[src/rtl/ni_param.sv]
// Parametrised processor <-> NoC network interface: word-to-flit packetiser (TX)
// and flit-to-word depacketiser with an RX word FIFO.
module ni_param #(
  parameter int                         DATA_W   = 32,
  parameter int                         FLIT_W   = 8,
  parameter int                         ADDR_W   = 2,
  parameter logic [FLIT_W-ADDR_W-1:0]   HDR_TAG  = 6'b101111,
  parameter int                         RX_DEPTH = 4
) (
  input  logic              clk,
  input  logic              rst,
  input  logic [ADDR_W-1:0] dest_add,
  input  logic [DATA_W-1:0] data_in,
  input  logic              proc_valid,
  output logic              proc_ready,
  output logic [DATA_W-1:0] data_out,
  output logic [ADDR_W-1:0] data_dest,
  output logic              data_valid,
  input  logic              proc_ready_in,
  input  logic [FLIT_W-1:0] flit_in,
  input  logic              flit_in_valid,
  output logic              flit_in_ready,
  output logic [FLIT_W-1:0] flit_out,
  output logic              flit_valid,
  input  logic              noc_ready,
  output logic              err_hdr,
  output logic              err_tail
);

  localparam int NB = DATA_W / FLIT_W;
  localparam int CW = (NB > 1) ? $clog2(NB) : 1;
  localparam int AW = $clog2(RX_DEPTH);
  localparam int EW = ADDR_W + DATA_W;
  localparam logic [CW-1:0]     LAST  = CW'(NB - 1);
  localparam logic [AW:0]       DEPTH = (AW + 1)'(RX_DEPTH);
  localparam logic [FLIT_W-1:0] TAIL  = '1;

  localparam logic [1:0] T_IDLE = 2'd0;
  localparam logic [1:0] T_HEAD = 2'd1;
  localparam logic [1:0] T_BODY = 2'd2;
  localparam logic [1:0] T_TAIL = 2'd3;

  localparam logic [1:0] R_HEAD = 2'd0;
  localparam logic [1:0] R_BODY = 2'd1;
  localparam logic [1:0] R_TAIL = 2'd2;

  logic [1:0]        tx_state_r, tx_state_s;
  logic [CW-1:0]     tx_cnt_r, tx_cnt_s;
  logic [DATA_W-1:0] tx_word_r, tx_word_s;
  logic [ADDR_W-1:0] tx_dest_r, tx_dest_s;
  logic [FLIT_W-1:0] tx_flit_s, flit_out_r;
  logic              flit_valid_r, proc_ready_r;

  logic [1:0]        rx_state_r, rx_state_s;
  logic [CW-1:0]     rx_cnt_r;
  logic [DATA_W-1:0] rx_asm_r;
  logic [ADDR_W-1:0] rx_addr_r;
  logic              err_hdr_r, err_tail_r, flit_in_ready_r;
  logic              rx_xfer_s, hdr_ok_s, push_s, pop_s, full_s;

  logic [EW-1:0]     mem_r [RX_DEPTH];
  logic [AW:0]       wp_r, rp_r, wp_s, rp_s;
  logic [EW-1:0]     push_entry_s, head_s;
  logic [DATA_W-1:0] data_out_r;
  logic [ADDR_W-1:0] data_dest_r;
  logic              data_valid_r;

  // TX next-state: word latch, flit sequencing, stall on !noc_ready
  always_comb begin
    tx_state_s = tx_state_r;
    tx_cnt_s   = tx_cnt_r;
    tx_word_s  = tx_word_r;
    tx_dest_s  = tx_dest_r;
    case (tx_state_r)
      T_IDLE: begin
        if (proc_valid) begin
          tx_word_s  = data_in;
          tx_dest_s  = dest_add;
          tx_state_s = T_HEAD;
        end else begin
          tx_state_s = T_IDLE;
        end
      end
      T_HEAD: begin
        if (noc_ready) begin
          tx_state_s = T_BODY;
          tx_cnt_s   = '0;
        end else begin
          tx_state_s = T_HEAD;
        end
      end
      T_BODY: begin
        if (noc_ready && (tx_cnt_r == LAST)) begin
          tx_state_s = T_TAIL;
        end else if (noc_ready) begin
          tx_cnt_s = tx_cnt_r + 1'b1;
        end else begin
          tx_state_s = T_BODY;
        end
      end
      T_TAIL: begin
        if (noc_ready) begin
          tx_state_s = T_IDLE;
        end else begin
          tx_state_s = T_TAIL;
        end
      end
      default: tx_state_s = T_IDLE;
    endcase
  end

  // Flit presented in the next cycle, derived from the next TX state
  always_comb begin
    tx_flit_s = '0;
    case (tx_state_s)
      T_HEAD:  tx_flit_s = {HDR_TAG, tx_dest_s};
      T_BODY:  tx_flit_s = tx_word_s[FLIT_W*tx_cnt_s +: FLIT_W];
      T_TAIL:  tx_flit_s = TAIL;
      default: tx_flit_s = '0;
    endcase
  end

  // TX state and registered outputs
  always_ff @(posedge clk or posedge rst) begin
    if (rst) begin
      tx_state_r   <= T_IDLE;
      tx_cnt_r     <= '0;
      tx_word_r    <= '0;
      tx_dest_r    <= '0;
      flit_out_r   <= '0;
      flit_valid_r <= 1'b0;
      proc_ready_r <= 1'b1;
    end else begin
      tx_state_r   <= tx_state_s;
      tx_cnt_r     <= tx_cnt_s;
      tx_word_r    <= tx_word_s;
      tx_dest_r    <= tx_dest_s;
      flit_out_r   <= tx_flit_s;
      flit_valid_r <= (tx_state_s != T_IDLE);
      proc_ready_r <= (tx_state_s == T_IDLE);
    end
  end

  assign rx_xfer_s    = flit_in_valid && flit_in_ready_r;
  assign hdr_ok_s     = (flit_in[FLIT_W-1:ADDR_W] == HDR_TAG);
  assign push_s       = rx_xfer_s && (rx_state_r == R_TAIL) && (flit_in == TAIL);
  assign pop_s        = data_valid_r && proc_ready_in;
  assign wp_s         = wp_r + (AW + 1)'(push_s);
  assign rp_s         = rp_r + (AW + 1)'(pop_s);
  assign full_s       = ((wp_s - rp_s) == DEPTH);
  assign push_entry_s = {rx_addr_r, rx_asm_r};
  // A push into the slot that becomes the head must be forwarded, the array is not yet written
  assign head_s       = (push_s && (wp_r == rp_s)) ? push_entry_s : mem_r[rp_s[AW-1:0]];

  // RX next-state
  always_comb begin
    rx_state_s = rx_state_r;
    case (rx_state_r)
      R_HEAD: begin
        if (rx_xfer_s && hdr_ok_s) rx_state_s = R_BODY;
        else                       rx_state_s = R_HEAD;
      end
      R_BODY: begin
        if (rx_xfer_s && (rx_cnt_r == LAST)) rx_state_s = R_TAIL;
        else                                 rx_state_s = R_BODY;
      end
      R_TAIL: begin
        if (rx_xfer_s) rx_state_s = R_HEAD;
        else           rx_state_s = R_TAIL;
      end
      default: rx_state_s = R_HEAD;
    endcase
  end

  // RX assembly, error pulses and flit_in_ready
  always_ff @(posedge clk or posedge rst) begin
    if (rst) begin
      rx_state_r      <= R_HEAD;
      rx_cnt_r        <= '0;
      rx_asm_r        <= '0;
      rx_addr_r       <= '0;
      err_hdr_r       <= 1'b0;
      err_tail_r      <= 1'b0;
      flit_in_ready_r <= 1'b1;
    end else begin
      rx_state_r      <= rx_state_s;
      err_hdr_r       <= (rx_state_r == R_HEAD) && rx_xfer_s && !hdr_ok_s;
      err_tail_r      <= (rx_state_r == R_TAIL) && rx_xfer_s && (flit_in != TAIL);
      flit_in_ready_r <= (rx_state_s != R_TAIL) || !full_s;
      case (rx_state_r)
        R_HEAD: begin
          if (rx_xfer_s && hdr_ok_s) begin
            rx_addr_r <= flit_in[ADDR_W-1:0];
            rx_asm_r  <= '0;
            rx_cnt_r  <= '0;
          end
        end
        R_BODY: begin
          if (rx_xfer_s) begin
            rx_asm_r[FLIT_W*rx_cnt_r +: FLIT_W] <= flit_in;
            rx_cnt_r <= rx_cnt_r + 1'b1;
          end
        end
        default: rx_cnt_r <= rx_cnt_r;
      endcase
    end
  end

  // RX word FIFO with registered head
  always_ff @(posedge clk or posedge rst) begin
    if (rst) begin
      for (int i = 0; i < RX_DEPTH; i++) mem_r[i] <= '0;
      wp_r         <= '0;
      rp_r         <= '0;
      data_out_r   <= '0;
      data_dest_r  <= '0;
      data_valid_r <= 1'b0;
    end else begin
      if (push_s) mem_r[wp_r[AW-1:0]] <= push_entry_s;
      wp_r         <= wp_s;
      rp_r         <= rp_s;
      data_out_r   <= head_s[DATA_W-1:0];
      data_dest_r  <= head_s[EW-1:DATA_W];
      data_valid_r <= (wp_s != rp_s);
    end
  end

  assign proc_ready    = proc_ready_r;
  assign flit_out      = flit_out_r;
  assign flit_valid    = flit_valid_r;
  assign flit_in_ready = flit_in_ready_r;
  assign err_hdr       = err_hdr_r;
  assign err_tail      = err_tail_r;
  assign data_out      = data_out_r;
  assign data_dest     = data_dest_r;
  assign data_valid    = data_valid_r;

endmodule
[config.mk]
export PLATFORM = sky130hd
export DESIGN_NAME = ni_param
export DESIGN_NICKNAME = d
export VERILOG_FILES = /design/src/rtl/ni_param.sv
export SDC_FILE = /design/constraint.sdc
export NUM_CORES = 1
export LEC_CHECK = 0
export CAP_MARGIN = 15
export CORE_MARGIN = 10
export CORE_UTILIZATION = 58
export DETAILED_ROUTE_END_ITERATION = 8
export PLACE_DENSITY = 0.8
export SETUP_SLACK_MARGIN = 0.5
export SLEW_MARGIN = 20
export SYNTH_ARGS = -nofsm -noshare
export SYNTH_HDL_FRONTEND = slang
export SYNTH_SLANG_ARGS = --single-unit
[constraint.sdc]
create_clock -name clk -period 10.6 [get_ports clk]
set_input_delay 1.59 -clock clk [delete_from_list [all_inputs] [get_ports clk]]
set_output_delay 1.59 -clock clk [all_outputs]
set_load 0.02 [all_outputs]
==> metrics.txt <==
Antenna Violating Nets Remaining 0; Final Hold Fails 0; final worst setup slack 6.27 ns; placed cell area 0.0128 mm²; synth unique cells 48; GP Congestion 0.971; NumNets Final 937; R2R depth 5; most frequent cells in the layout dfrtp_1 (264), mux2_2 (217), clkdlybuf4s50_1 (95); Worst Setup End Kind register; CTS tree built; setup violators final 0; Critical Path AT 4.74 ns; commonest register cell after synthesis dfrtp_1; worst skew pair latency 0.54 ns; largest family of logic cells by synthesized area multiplexers; worst clock skew 0.0147 ns; Slew HR 25.0%; clk root buf clkbuf_16; xor and xnor area share after synthesis 0.530%; initial antenna violation count 0; PD cells 233 mW/mm²; DRC 0; WL per Instance 21.3 µm; design area 0.0138 mm²; H-tree Lvls 1; synthesis-to-layout area growth 19.3%; clk sinks 266; n_diodes 0; CTS max path bufs 3; outcome complete, no violations; Hold EP tx_word_r[20]$_DFF_PP0_; simple logic cell fraction of the synthesized area 3.88%; crit path launch type input pin; Initial Util 59.2%; Post-Syn Area 0.0116 mm²; Worst Path Buf+Inv 2; Post-Synthesis Cells 772; Adder-Cell Fraction of Synth Area 1.95%; Avg Cell Area, Syn 15.0 µm²; Synth Area in Compound Gates 1.87%; top post-synthesis cells by area dfrtp_1 (57%), mux2_2 (21%), mux4_2 (7.2%); Post-CTS Resized 0; Async S/R FF share, synth 100%; flop-to-flop setup slack 7.35 ns; IO Pins 96; Worst-Margin Slew 1.12 ns; vias per inst 5.70; Synth top area share 57.1%; commonest non-fill, non-tap cell in the layout dfrtp_1; Syn. warnings 0; first-pass GRT wire length 40800 µm; RSZ-0062 raised after global routing false; critical path, cell by cell clkdlybuf4s50_1 > and4_1 > nand2_2 > nor3_4 > nor3b_4 > buf_4 > mux2_2; Synth Net Count 838; DR iter-0 viols 339; worst hold stages 1; Worst-path clk slew 0.06 ns; CP delay by family, top simple AND/OR/NAND/NOR gates; sequential area share after synthesis 57.6%; IO Port Bufs 95; number of CTS-inserted buffers 28; layout cells sized above 1 37.1%; Core Footprint 0.0195 mm²; CTS Hold Buffers Added 0; worst path required time 11.01 ns; vias in the first global route 7396; remaining global-route overflow 0; leakage power total 6.79 nW; Yosys reg bits 266; max incr delay on CP 0.99 ns; Hold Path Class reg2reg; GRT Util Overall 19.5%; mux contribution to synthesized area 31.1%; Die Y 161 µm; number of synthesized flops with an enable pin 0; period utilization 40.8%; max capacitance violation total 0; Sum Neg Setup Slack 0 ns; final WL 24700 µm; hold wc startpoint tx_word_r[20]$_DFF_PP0_; largest net degree at the start of global routing 116; Final Max Tran Viols 0; Setup Fix Bufs, Post-CTS 0; First-pass DRT Iterations 4; Die ar. 0.0260 mm²; Die X 161 µm; num rows 51; fin crit period 4.33 ns; DP Worst Slack 5.78 ns; via count 6596; reg-to-reg endpoint mem_r[128]$_DFFE_PP0P_; HPWL after DPL 15700 µm; Crit Path Class in2reg; crit path max-delay cell type nor3b_4; crit path max fanout 18; Filler Cell Count 1298; Critical R2R Launch rx_state_r[0]$_DFF_PP0_; post-synth top area cell dfrtp_1; maximum vdd drop 163 µV; FMAX 231 MHz
[cell type report]
class	count	area (µm²)	area share, %
Inverter	47	184	1.33
Timing Repair Buffer	104	1020	7.41
Tap cell	265	332	2.40
Clock buffer	31	753	5.46
Sequential cell	266	6660	48.2
Multi-Input combinational cell	424	4570	33.1
Clock inverter	21	284	2.06
[how the worst max path moves through the flow]
stage / cells past startpoint / to / start / slack [ns]
after floorplan: 1 / data_dest[0]$_DFF_PP0_ / rst / 1.69
after global placement: 7 / mem_r[126]$_DFFE_PP0P_ / flit_in[3] / 5.92
after detailed placement: 7 / mem_r[132]$_DFFE_PP0P_ / flit_in[3] / 5.78
after CTS: 7 / mem_r[128]$_DFFE_PP0P_ / flit_in[3] / 6.34
after global routing: 7 / mem_r[128]$_DFFE_PP0P_ / flit_in[3] / 6.18
final: 7 / mem_r[128]$_DFFE_PP0P_ / flit_in[3] / 6.27
[logic make-up after synthesis]
logic type,Yosys count
compound gates,27
xor+xnor,7
fa+ha+maj,18
buf+inv,82
flops,266
mux,286
simple gates,86
[power by group]
| group | total, mW | internal (mW) | switching, mW |
|---|---|---|---|
| Combinational | 0.816 | 0.391 | 0.426 |
| Sequential | 1.33 | 1.18 | 0.147 |
| Clock | 1.07 | 0.662 | 0.412 |
| Total | 3.22 | 2.23 | 0.985 |
[Yosys cell counts (2+ instances only)]
| cell | number |
|---|---|
| clkbuf_1 | 11 |
| a221o_1 | 5 |
| nor3_1 | 3 |
| nor3b_1 | 2 |
| nand3b_1 | 2 |
| and2_1 | 6 |
| buf_1 | 6 |
| mux2i_1 | 32 |
| ha_1 | 18 |
| o21ai_0 | 4 |
| nor2_1 | 10 |
| buf_4 | 3 |
| inv_1 | 47 |
| a21oi_1 | 2 |
| buf_6 | 3 |
| buf_2 | 12 |
| xor2_1 | 3 |
| nand3_1 | 3 |
| mux4_2 | 37 |
| dfstp_2 | 2 |
| a21o_1 | 2 |
| nand2_1 | 42 |
| nor4_1 | 2 |
| dfrtp_1 | 264 |
| mux2_2 | 217 |
| a2bb2oi_1 | 2 |
| o21ai_2 | 4 |
| nand2b_1 | 3 |
| xnor2_1 | 4 |
| nand3b_2 | 2 |
| and4_1 | 2 |
[through the flow]
stage	hold slack (ns)	util (%)	std cells	total power, mW
2_1_floorplan	0.467	-	772	1.89
3_3_place_gp	0.477	65.3	1106	2.11
3_5_place_dp	0.481	65.4	1106	2.16
4_1_cts	0.495	70.7	1158	3.25
5_1_grt	0.501	70.7	1158	3.38
6_report	0.494	70.7	1158	3.22
[per-layer routing]
| layer | GRT usage [%] | wire length, µm | vias to the layer above |
|---|---|---|---|
| met2 | 33.2 | 12700 | 146 |
| li1 | - | - | 2947 |
| met1 | 24.9 | 10300 | 3462 |
| met5 | 0 | 0 | - |
| met3 | 3.81 | 1140 | 41 |
| met4 | 5.38 | 540 | 0 |
[sequential cells by signal, indices dropped and copies added (netlist names)]
signal         count
mem_r            136
data_out          32
rx_asm_r          32
tx_word_r         32
flit_out           8
rp_r               3
wp_r               3
data_dest          2
rx_addr_r          2
rx_cnt_r           2
rx_state_r         2
tx_cnt_r           2
tx_dest_r          2
tx_state_r         2
data_valid         1
err_hdr            1
err_tail           1
flit_in_ready      1
flit_valid         1
proc_ready         1
(Power assumes the default switching activity.)
==> edit 1, RTL diff (same settings) <==
Take the reset off `tx_word_r` and load it in a clocked block of its own.
--- a/src/rtl/ni_param.sv
+++ b/src/rtl/ni_param.sv
@@ -127,3 +127,2 @@
       tx_cnt_r     <= '0;
-      tx_word_r    <= '0;
       tx_dest_r    <= '0;
@@ -135,3 +134,2 @@
       tx_cnt_r     <= tx_cnt_s;
-      tx_word_r    <= tx_word_s;
       tx_dest_r    <= tx_dest_s;
@@ -141,2 +139,6 @@
     end
+  end
+
+  always_ff @(posedge clk) begin
+    tx_word_r <= tx_word_s;
   end
Function: same outputs for any inputs over 4 cycles, from zero or initial values and one cycle with rst high; that may be too few to reach the edited logic, so the function may still have changed.
==> edit 1 against the unedited design <==
Area after synthesis shrank 2.5%; sequential cell count unchanged; sequential power is 8% lower; register-to-register slack got worse by 0.03 ns; worst hold slack worse by 0.023 ns; fmax decreased by 0.55%; final area decreased by 2.7%; power decreased by 6.9%; wire length is 3.1% lower; via count down 0.29%; setup slack worse by 0.024 ns; highest routed layer unchanged.
==> edit 1: results (changes against the unedited design) <==
* Largest clock skew in the final design at 0.0139 ns (was 0.0147 ns)
* Worst hold slack after final layout at 0.471 ns (was 0.494 ns)
* Worst setup path startpoint: flit_in[6] (was flit_in[3])
* Non-clk buf share at 7.61% (was 7.41%)
* Via-per-instance ratio at 5.72 (was 5.70)
* Status: complete, no violations (unchanged)
* Non-Clock Inverter Count at 25 (was 47)
* Final cycle utilization of the critical path at 41.0% (was 40.8%)
* Fraction of the mapped netlist area in adder cells at 2.00% (was 1.95%)
* Leakage at 6.30 nW (was 6.79 nW)
* Router iterations before antenna repair at 5 (was 4)
* Final sequential cell count at 266 (unchanged)
* Sequential area share after synthesis at 57.6% (about the same)
* GR Util All Layers at 18.8% (was 19.5%)
* Cell type group with the largest total delay on the critical path: buffers and inverters (was simple AND/OR/NAND/NOR gates)
* First-pass GRT wire length at 39200 um (was 40800 um)
* Fraction of synthesized area in multiplexers at 29.4% (was 31.1%)
* Area grow syn2layout at 19.1% (was 19.3%)
* Fraction of the mapped netlist area in compound gates at 3.16% (was 1.87%)
* Placed standard-cell area at 12400 um^2 (was 12800 um^2)
* Worst Hold Endpoint: tx_word_r[20] (unchanged)
* Avg WL per Cell at 20.8 um (was 21.3 um)
* Flop2flop setup slack at 7.32 ns (was 7.35 ns)
* Via count of the first global-routing pass at 7375 (was 7396)
* Post-synthesis net count at 843 (was 838)
* Fraction of final layout cells with drive strength greater than 1 at 35.8% (was 37.1%)
* Leading post-synthesis cells by cell area: sky130_fd_sc_hd__dfrtp_1 51%, sky130_fd_sc_hd__mux2_2 21%, sky130_fd_sc_hd__mux4_2 7.4% (was sky130_fd_sc_hd__dfrtp_1 57%, sky130_fd_sc_hd__mux2_2 21%, sky130_fd_sc_hd__mux4_2 7.2%)
* Detailed-route via count at 6577 (was 6596)
* Cell variety after synth at 49 (was 48)
* Path depth of the worst reg2reg path at 6 (was 5)
* Pin slew with the least headroom to its limit at 1.11 ns (was 1.12 ns)
* Crit-path max cell delay at 0.72 ns (was 0.99 ns)
* Slowest CP cell: sky130_fd_sc_hd__clkdlybuf4s50_1 (was sky130_fd_sc_hd__nor3b_4)
edit 1: logic make-up (layout without fill, tap and decap cells):
group	count (synthesis)	in the layout
adders and majority gates	18	18
and+or+nand+nor	106	106
xor gates and xnor gates	7	7
DFF	266	266
AOI/OAI and AO/OA	59	59
buffers and inverters	67	179
muxes	254	254
edit 1: power breakdown:
part / internal, mW / switching, mW
clock network: 0.645 / 0.386
logic: 0.359 / 0.391
registers: 1.14 / 0.0743
edit 1: routing by layer:
layer  global-route usage [%]  up-vias  wire length [um]
met5                        0        -                 0
met2                     32.9      160             12500
li1                         -     2981                 -
met1                     22.9     3391              9800
met4                     5.98        0               485
met3                     3.82       45              1090
edit 1: worst register-to-register path: cells and delay by family, from the launching register on:
| kind | cells | cell delay, ns |
|---|---|---|
| buf+inv | 2 | 0.71 |
| mux | 1 | 0.33 |
| simple gates | 3 | 1.59 |
| flops | 1 | 0.53 |
==> edit 2, RTL diff (same flow settings) <==
Without the edit above. Set the parameter `DATA_W` to 16 (it was 32).
--- a/src/rtl/ni_param.sv
+++ b/src/rtl/ni_param.sv
@@ -3,3 +3,3 @@
 module ni_param #(
-  parameter int                         DATA_W   = 32,
+  parameter int                         DATA_W   = 16,
   parameter int                         FLIT_W   = 8,
Interface: changed (resized data_in and data_out); port bits go from 96 to 64. The function was not compared with the original's and may differ.
==> edit 2 against the unedited design <==
Final area shrank 43%; cell count fell by 45%; wire length decreased by 46%; power fell by 41%; core utilization grew 2.1 points; non-clock buffer count decreased by 36; area after synthesis down 44%; die area down 40%; setup slack got worse by 0.14 ns; sequential cell count down 114; combinational power shrank 43%; clock skew shrank 0.0073 ns.
==> edit 2: results (changes against the unedited design) <==
* Status: complete, no violations (unchanged)
* Worst-path maximum fanout at 21 (was 18)
* Met1 global-route usage at 22.2% (was 24.9%)
* Worst setup path startpoint: proc_ready_in (was flit_in[3])
* Part of the total power dissipated in combinational logic at 24.6% (was 25.4%)
* Min-delay src: tx_word_r[7] (was tx_word_r[20])
* Fraction of final layout cells with drive strength greater than 1 at 35.0% (was 37.1%)
* Cell type group with the largest total delay on the critical path: adder cells (was simple AND/OR/NAND/NOR gates)
* Share of cell area taken by flip-flops and latches at 48.2% (about the same)
* Proportion of power drawn by flip-flops and latches at 39.7% (was 41.3%)
* End point of the critical path: data_dest[1] (was mem_r[128])
* Post-synthesis net count at 458 (was 838)
* Maximum number of pins on one net before global-route repair at 89 (was 116)
* H-Tree Depth at 4 (was 1)
* Via-per-instance ratio at 5.85 (was 5.70)
* Detail Route met2 WL at 6530 um (was 12700 um)
* Worst Hold Endpoint: tx_word_r[7] (was tx_word_r[20])
* Maximum clock insertion buffer count at 2 (was 3)
* Switching Share at 29.0% (was 30.6%)
* Multi-In Gates at 236 (was 424)
* Total of clock buffers placed in the layout at 19 (was 31)
* Largest clock skew in the final design at 0.00731 ns (was 0.0147 ns)
* Pin slew with the least headroom to its limit at 1.08 ns (was 1.12 ns)
* Non-Clock Inverter Count at 12 (was 47)
* Leakage at 3.72 nW (was 6.79 nW)
[edit 2: changes by cell type after synthesis, moves of 5 or more]
cell / delta
sky130_fd_sc_hd__dfrtp_1: -114
sky130_fd_sc_hd__nand2_1: -37
sky130_fd_sc_hd__mux2_2: -107
sky130_fd_sc_hd__mux2i_1: -24
sky130_fd_sc_hd__ha_1: -7
sky130_fd_sc_hd__o21ai_0: +7
sky130_fd_sc_hd__buf_2: -11
sky130_fd_sc_hd__inv_1: -35
sky130_fd_sc_hd__a221o_1: -5
sky130_fd_sc_hd__a22o_1: +13
sky130_fd_sc_hd__mux4_2: -19
[edit 2: stage by stage]
stage	hold WS, ns	instances	setup slack (ns)	cell area, um^2	power (mW)
2_1_floorplan	0.459	415	4.92	6430	1.08
3_3_place_gp	0.476	607	5.69	7200	1.21
3_5_place_dp	0.482	607	5.60	7200	1.24
4_1_cts	0.496	639	6.14	7870	1.92
5_1_grt	0.504	640	6.02	7890	2.00
6_report	0.493	640	6.13	7890	1.90
